<file path="config.mk">
export PLATFORM = sky130hd
export DESIGN_NAME = router_ctrl_fsm
export DESIGN_NICKNAME = d
export VERILOG_FILES = /design/src/rtl/router_ctrl_fsm_pkg.sv /design/src/rtl/router_ctrl_fsm.sv
export SDC_FILE = /design/constraint.sdc
export NUM_CORES = 1
export LEC_CHECK = 0
export ABC_AREA = 1
export CORE_MARGIN = 10
export CORE_UTILIZATION = 48
export DETAILED_ROUTE_END_ITERATION = 10
export PLACE_DENSITY = 0.82
export SYNTH_ARGS = -nofsm -noshare
export SYNTH_HDL_FRONTEND = slang
export SYNTH_SLANG_ARGS = --single-unit
</file>
<file path="constraint.sdc">
create_clock -name clk -period 3.3 [get_ports clk]
set_input_delay 0.66 -clock clk [delete_from_list [all_inputs] [get_ports clk]]
set_output_delay 0.66 -clock clk [all_outputs]
set_load 0.1 [all_outputs]
</file>
<file path="src/rtl/router_ctrl_fsm_pkg.sv">
// Shared types and constants for the router control FSM: state encoding,
// destination address values and the Moore output decode.
package router_ctrl_fsm_pkg;

  typedef enum logic [2:0] {
    DECODE_ADDRESS     = 3'd0,
    LOAD_FIRST_DATA    = 3'd1,
    LOAD_DATA          = 3'd2,
    FIFO_FULL_STATE    = 3'd3,
    LOAD_AFTER_FULL    = 3'd4,
    LOAD_PARITY        = 3'd5,
    CHECK_PARITY_ERROR = 3'd6,
    WAIT_TILL_EMPTY    = 3'd7
  } state_t;

  localparam logic [1:0] ADDR0        = 2'd0;
  localparam logic [1:0] ADDR1        = 2'd1;
  localparam logic [1:0] ADDR2        = 2'd2;
  localparam logic [1:0] ADDR_INVALID = 2'd3;

  typedef struct packed {
    logic busy;
    logic detect_add;
    logic lfd_state;
    logic ld_state;
    logic full_state;
    logic laf_state;
    logic write_enb_reg;
    logic rst_int_reg;
  } ctrl_out_t;

  // Moore decode of a state into the full set of control strobes.
  function automatic ctrl_out_t decode_outputs(input state_t s);
    ctrl_out_t o;
    o = '0;
    case (s)
      DECODE_ADDRESS: begin
        o.detect_add = 1'b1;
      end
      LOAD_FIRST_DATA: begin
        o.lfd_state = 1'b1;
        o.busy      = 1'b1;
      end
      LOAD_DATA: begin
        o.ld_state      = 1'b1;
        o.write_enb_reg = 1'b1;
      end
      FIFO_FULL_STATE: begin
        o.full_state = 1'b1;
        o.busy       = 1'b1;
      end
      LOAD_AFTER_FULL: begin
        o.laf_state     = 1'b1;
        o.write_enb_reg = 1'b1;
        o.busy          = 1'b1;
      end
      LOAD_PARITY: begin
        o.write_enb_reg = 1'b1;
        o.busy          = 1'b1;
      end
      CHECK_PARITY_ERROR: begin
        o.rst_int_reg = 1'b1;
        o.busy        = 1'b1;
      end
      WAIT_TILL_EMPTY: begin
        o.busy = 1'b1;
      end
      default: begin
        o = '0;
      end
    endcase
    return o;
  endfunction

  // Pick the per-port flag belonging to a destination address; the
  // invalid address selects nothing.
  function automatic logic sel_port(input logic [2:0] flags, input logic [1:0] addr);
    logic r;
    case (addr)
      ADDR0:   r = flags[0];
      ADDR1:   r = flags[1];
      ADDR2:   r = flags[2];
      default: r = 1'b0;
    endcase
    return r;
  endfunction

endpackage

</file>
<file path="src/rtl/router_ctrl_fsm.sv">
// Control FSM of a 1-in/3-out packet router. Decodes the destination,
// sequences header/payload/parity loading and handles full/busy stalls.
// Output strobes are registered from the next-state decode so they line
// up with the state register without any input-to-output path.
module router_ctrl_fsm
  import router_ctrl_fsm_pkg::*;
(
  input  logic       clk,
  input  logic       rst,
  input  logic       pkt_valid,
  input  logic [1:0] data_in,
  input  logic       parity_done,
  input  logic       low_pkt_valid,
  input  logic       fifo_full,
  input  logic       fifo_empty_0,
  input  logic       fifo_empty_1,
  input  logic       fifo_empty_2,
  input  logic       soft_rst_0,
  input  logic       soft_rst_1,
  input  logic       soft_rst_2,
  output logic       busy,
  output logic       detect_add,
  output logic       lfd_state,
  output logic       ld_state,
  output logic       full_state,
  output logic       laf_state,
  output logic       write_enb_reg,
  output logic       rst_int_reg
);

  state_t     state_q, state_d;
  logic [1:0] addr_q, addr_d;
  ctrl_out_t  out_q, out_d;

  logic [2:0] empty_s;
  logic [2:0] soft_rst_s;
  logic       soft_hit_s;

  assign empty_s    = {fifo_empty_2, fifo_empty_1, fifo_empty_0};
  assign soft_rst_s = {soft_rst_2, soft_rst_1, soft_rst_0};

  // Next-state, address capture and next-output decode.
  always_comb begin
    state_d    = state_q;
    addr_d     = addr_q;
    soft_hit_s = sel_port(soft_rst_s, addr_q);

    case (state_q)
      DECODE_ADDRESS: begin
        if (pkt_valid && (data_in != ADDR_INVALID)) begin
          addr_d = data_in;
          if (sel_port(empty_s, data_in)) begin
            state_d = LOAD_FIRST_DATA;
          end else begin
            state_d = WAIT_TILL_EMPTY;
          end
        end else begin
          state_d = DECODE_ADDRESS;
        end
      end
      WAIT_TILL_EMPTY: begin
        if (sel_port(empty_s, addr_q)) begin
          state_d = LOAD_FIRST_DATA;
        end else begin
          state_d = WAIT_TILL_EMPTY;
        end
      end
      LOAD_FIRST_DATA: begin
        state_d = LOAD_DATA;
      end
      LOAD_DATA: begin
        // A full FIFO takes precedence over the end of payload.
        if (fifo_full) begin
          state_d = FIFO_FULL_STATE;
        end else if (!pkt_valid) begin
          state_d = LOAD_PARITY;
        end else begin
          state_d = LOAD_DATA;
        end
      end
      FIFO_FULL_STATE: begin
        if (!fifo_full) begin
          state_d = LOAD_AFTER_FULL;
        end else begin
          state_d = FIFO_FULL_STATE;
        end
      end
      LOAD_AFTER_FULL: begin
        // Parity already captured means the packet is complete.
        if (parity_done) begin
          state_d = DECODE_ADDRESS;
        end else if (low_pkt_valid) begin
          state_d = LOAD_PARITY;
        end else begin
          state_d = LOAD_DATA;
        end
      end
      LOAD_PARITY: begin
        state_d = CHECK_PARITY_ERROR;
      end
      CHECK_PARITY_ERROR: begin
        if (fifo_full) begin
          state_d = FIFO_FULL_STATE;
        end else begin
          state_d = DECODE_ADDRESS;
        end
      end
      default: begin
        state_d = DECODE_ADDRESS;
      end
    endcase

    // Timeout soft reset of the addressed port aborts the packet.
    if ((state_q != DECODE_ADDRESS) && soft_hit_s) begin
      state_d = DECODE_ADDRESS;
    end else begin
      state_d = state_d;
    end

    out_d = decode_outputs(state_d);
  end

  // State, address and output registers with synchronous reset.
  always_ff @(posedge clk) begin
    if (rst) begin
      state_q <= DECODE_ADDRESS;
      addr_q  <= ADDR0;
      out_q   <= decode_outputs(DECODE_ADDRESS);
    end else begin
      state_q <= state_d;
      addr_q  <= addr_d;
      out_q   <= out_d;
    end
  end

  assign busy          = out_q.busy;
  assign detect_add    = out_q.detect_add;
  assign lfd_state     = out_q.lfd_state;
  assign ld_state      = out_q.ld_state;
  assign full_state    = out_q.full_state;
  assign laf_state     = out_q.laf_state;
  assign write_enb_reg = out_q.write_enb_reg;
  assign rst_int_reg   = out_q.rst_int_reg;

endmodule

</file>
; ---- Word level (Yosys, flattened, before mapping)
; Index checks and enable logic that the tools add are counted.
[classes]
n_eq_ne = 19
mux = 25
n_reduce_logical = 10
[ops]
columns = operator, count
row1 = two-way mux 3 bit, 9
row2 = "== test 3 bit, second input constant", 8
row3 = case mux 3 bit (8 select lines), 1
row4 = "== test 3 x 2 -> 1 bit, second input constant", 4
row5 = two-way mux 1 bit, 11
row6 = case mux 1 bit (3 select lines), 3
row7 = "== test 3 x 1 -> 1 bit, second input constant", 2
row8 = logical NOT 3 bit, 2
row9 = OR reduction 6 bit, 1
row10 = "== test 2 x 1 -> 1 bit, second input constant", 2
row11 = "== test 2 bit, second input constant", 2
row12 = logical NOT 2 bit, 2
row13 = nonzero test 3 bit, 1
row14 = OR reduction 3 bit, 1
row15 = logical AND 1 bit, 2
row16 = two-way mux 2 bit, 1
row17 = "!= test 2 bit, second input constant", 1
row18 = AND reduction 2 bit, 1
[word_totals]
ff_bits = 13
input_bits = 14
out_inout_bits = 8
elab_cells = 64

; ---- Logic depth before layout (Yosys ltp)
[logic_depth]
ltp_word = 11
mapped_depth = 11
ltp_nobuf = 10

; ---- Worst setup path before layout
; OpenSTA, ideal clock, no wires.
[synth_timing]
kind = reg-to-output
from = register out_q (netlist bit busy)
to = output busy
t_arrival_ns = 0.909
required_ns = 2.640
slack_ns = 1.731
path_stages_with_launch = 1
n_path_buf = 0
path_cell_list = dfxtp_1
[synth_rtl]
columns = element, line
row1 = "start, declared", router_ctrl_fsm.sv:33  ; ctrl_out_t out_q, out_d;
row2 = "start signal, assigned", router_ctrl_fsm.sv:128  ; out_q <= decode_outputs(DECODE_ADDRESS);
row3 = "start signal, assigned", router_ctrl_fsm.sv:132  ; out_q <= out_d;
row4 = "end, declared", router_ctrl_fsm.sv:21  ; output logic busy,
; No word-level cell between the ends.

; ---- Final worst setup path
[layout_timing]
from = input pkt_valid
to = register out_q (netlist bit detect_add)
[layout_between]
elab_chain_cells = 6
elab_cells_between_ends = 8
cone_classes = mux (6) / reduce/logical (2)
[layout_lines]
columns = element, line
row1 = "start, declared", router_ctrl_fsm.sv:10  ; input logic pkt_valid,
row2 = two-way mux 3 bit or logical AND 1 bit (tied branches), "router_ctrl_fsm.sv:75, router_ctrl_fsm.sv:50"
row3 = two-way mux 3 bit (on tied branches), "router_ctrl_fsm.sv:73, router_ctrl_fsm.sv:50"
row4 = case mux 3 bit (8 select lines) *, router_ctrl_fsm.sv:48  ; case (state_q)
row5 = two-way mux 3 bit *, router_ctrl_fsm.sv:114  ; if ((state_q != DECODE_ADDRESS) && soft_hit_s) begin
row6 = logical NOT 3 bit *, router_ctrl_fsm_pkg.sv:36  ; case (s)
row7 = two-way mux 1 bit *, router_ctrl_fsm_pkg.sv:36
; Every way passes the cells marked *; elsewhere a longest branch is shown, timed or not.
; A chain may end at the register's enable or synchronous reset.

==> flow_summary.ini <==
[global_route]
use_met3_pct = 4.94
grt_max_degree = 9
grt.overflow.total = 0
grt_antenna_before_repair = 0
grt_busiest_layer = met2
use_met1_pct = 9.36
grt_pass1_vias = 687
grtUsageTotal_pct = 9.96
grtUsageMet2_pct = 17.5
grt_pass1_wl_um = 2720

[die]
die_y_um = 58.5
core_area_um2 = 1350
ios = 22
die_x_um = 58.5
start_util_pct = 52.7
num_rows = 13
dieArea_um2 = 3420

[power]
ir_worst_vdd_uv = 651
p_int_w = 0.000439
p_leak_nw = 0.512
power_frac_clock_pct = 9.0
p_seq_share_pct = 24.4
switching_power_w = 0.000626
p_comb_share_pct = 66.5
switching_share_pct = 58.8
power-per-cell-area_nw_per_um2 = 1130

[timing]
fin_crit_sh_pct = 53.8
timing.fmax_mhz = 564
fin_crit_ns = 1.77
rsz0062_at_grt = false
final-hold-violation-count = 0
fin_ws_ns = 1.53
worst_pin_slew_ns = 0.284
maxSlewViolCount = 0
setup_viol = 0
fin_worst_skew_ns = 0.00120
max_slew_margin_pct = 81.2
tns_ns = 0

[finish]
antenna_cells = 0
instances_no_fill = 154
largest_reg_flops = 3
fin_nets = 154
regMostFlops = state_q
layout-drive-gt1-share_pct = 12.9
utilization_pct = 69.8
mostFrequentLayoutCells = nand2_1 (36), inv_1 (18), nand3_1 (17)
largestRegisters = state_q x3, addr_q x2
stdcell_area_um2 = 942
areaGrowthSynthToFinish_pct = 32.3
layout_commonest_cell = nand2_1

[synthesis]
netlist_instances = 115
syn_area_um2 = 712
syn_area_per_cell_um2 = 6.19
syn_nets = 129
synth_top_area_share_pct = 36.6
ys_ff_latch = 13
yosys.area.top_type = dfxtp_1
netlist-cell-type-count = 16
ys_seq_area_share_pct = 36.6
synthTopCellsByArea = dfxtp_1 (37%), nand2_1 (19%), nand3_1 (12%)
yosys_warnings = 0

[worst_setup_path]
cp_max_fo = 5
cp-start-kind = primary input
arrival_ns = 1.94
path_class = primary input to flop
critPathRequiredTime_ns = 3.47
worstSetupEndpointType = flop

[detailed_routing]
via_per_inst = 5.06
routed-via-count = 779
remaining_drc_errors = 0
drt-total-wl_um = 1730
dr.pass1.iters = 4
postRouteAntennaNets = 0
drtIter0Drc = 20
post_drt_wl_per_cell_um = 11.3

[clock_tree]
clock_latency_ns = 0.28
cts_max_level = 1
cts_setup_buffers = 0
hold_buffers = 0
cts_root_buffer = clkbuf_4
numCtsBuffers = 3
cts_max_path_buffers = 2
path_clk_slew_ns = 0.07
cts_tree = yes
clock_sinks = 13
cts-resized-gates = 0

[job]
max_cap_violations = 0

[placement]
dpl_worst_slack_ns = 1.25
place_inst = 150
portBuffers = 21
dp_hpwl_um = 1460
gp_congestion = 0.811
postPlaceCellArea_um2 = 916

[worst_hold_path]
min_path_type = flop to flop

[run_status]
status = finished, final reports clean
## power groups by stage
stage	clock network (W)	logic (W)	registers, W
floorplan	0	0.000308	0.000516
CTS	0.000100	0.000709	0.000260
global route	0.000106	0.000767	0.000268
global placement	0	0.000698	0.000261
finish	0.0000964	0.000709	0.000260
detailed placement	0	0.000705	0.000263
## routing by layer
metal  vias up  part of all wire, %
met5         -                    0
met4         0                  1.1
met3         3                  7.9
met2        28                   48
met1       342                   43
li1        406                    -
## kinds of logic (layout without fill, tap and decap cells)
group	after synthesis	count (layout)	share of synthesized area, %
buffers and inverters	20	44	10.7
AOI/OAI and AO/OA	5	5	4.04
and+or+nand+nor	77	77	48.7
DFF	13	13	36.6
## synth_stat cells
cell type  count
nand2_1       36
a21oi_1        2
inv_1         18
nor2_2         1
nand3_1       17
nand2_4        1
nand3_2        1
nand2_2        2
o21ai_0        2
a21oi_2        1
dfxtp_1       13
nand4_1        3
nor2_4         1
clkinv_1       1
nor2_1        15
buf_2          1
## layout make-up
cell class	count	area, µm²
fill	128	408
multi-input combinational	82	375
sequential	13	260
timing repair buffer	21	190
inverter	19	71.3
clock buffer	4	26.3
tap	15	18.8
## path summary, 6_finish.rpt
path                                from                     end  slack (ns)  cells past startpoint
hold / removal    addr_q[1]$_SDFFE_PP0P_  addr_q[1]$_SDFFE_PP0P_        0.55                      2
hold reg to reg   addr_q[1]$_SDFFE_PP0P_  addr_q[1]$_SDFFE_PP0P_        0.55                      2
setup / recovery               pkt_valid   detect_add$_SDFF_PP1_        1.53                     10
setup reg to reg   state_q[1]$_SDFF_PP0_   detect_add$_SDFF_PP1_        1.89                      7
## critical path: stages
cell and delay, ns:
clkdlybuf4s50_1 0.57, nand2_1 0.08, nor2_1 0.10, nand2_1 0.05
nand2_1 0.05, nand2_1 0.07, inv_1 0.11, nand2_1 0.11
nand3_1 0.08, nand2_1 0.05
## per-stage QoR
step / power, W / hold slack [ns]
after floorplan: 0.000823 / 0.489
after global placement: 0.000959 / 0.540
after detailed placement: 0.000968 / 0.542
after CTS: 0.00107 / 0.554
after global routing: 0.00114 / 0.566
final: 0.00106 / 0.545
Note: power is estimated with default switching activity, not from simulation.
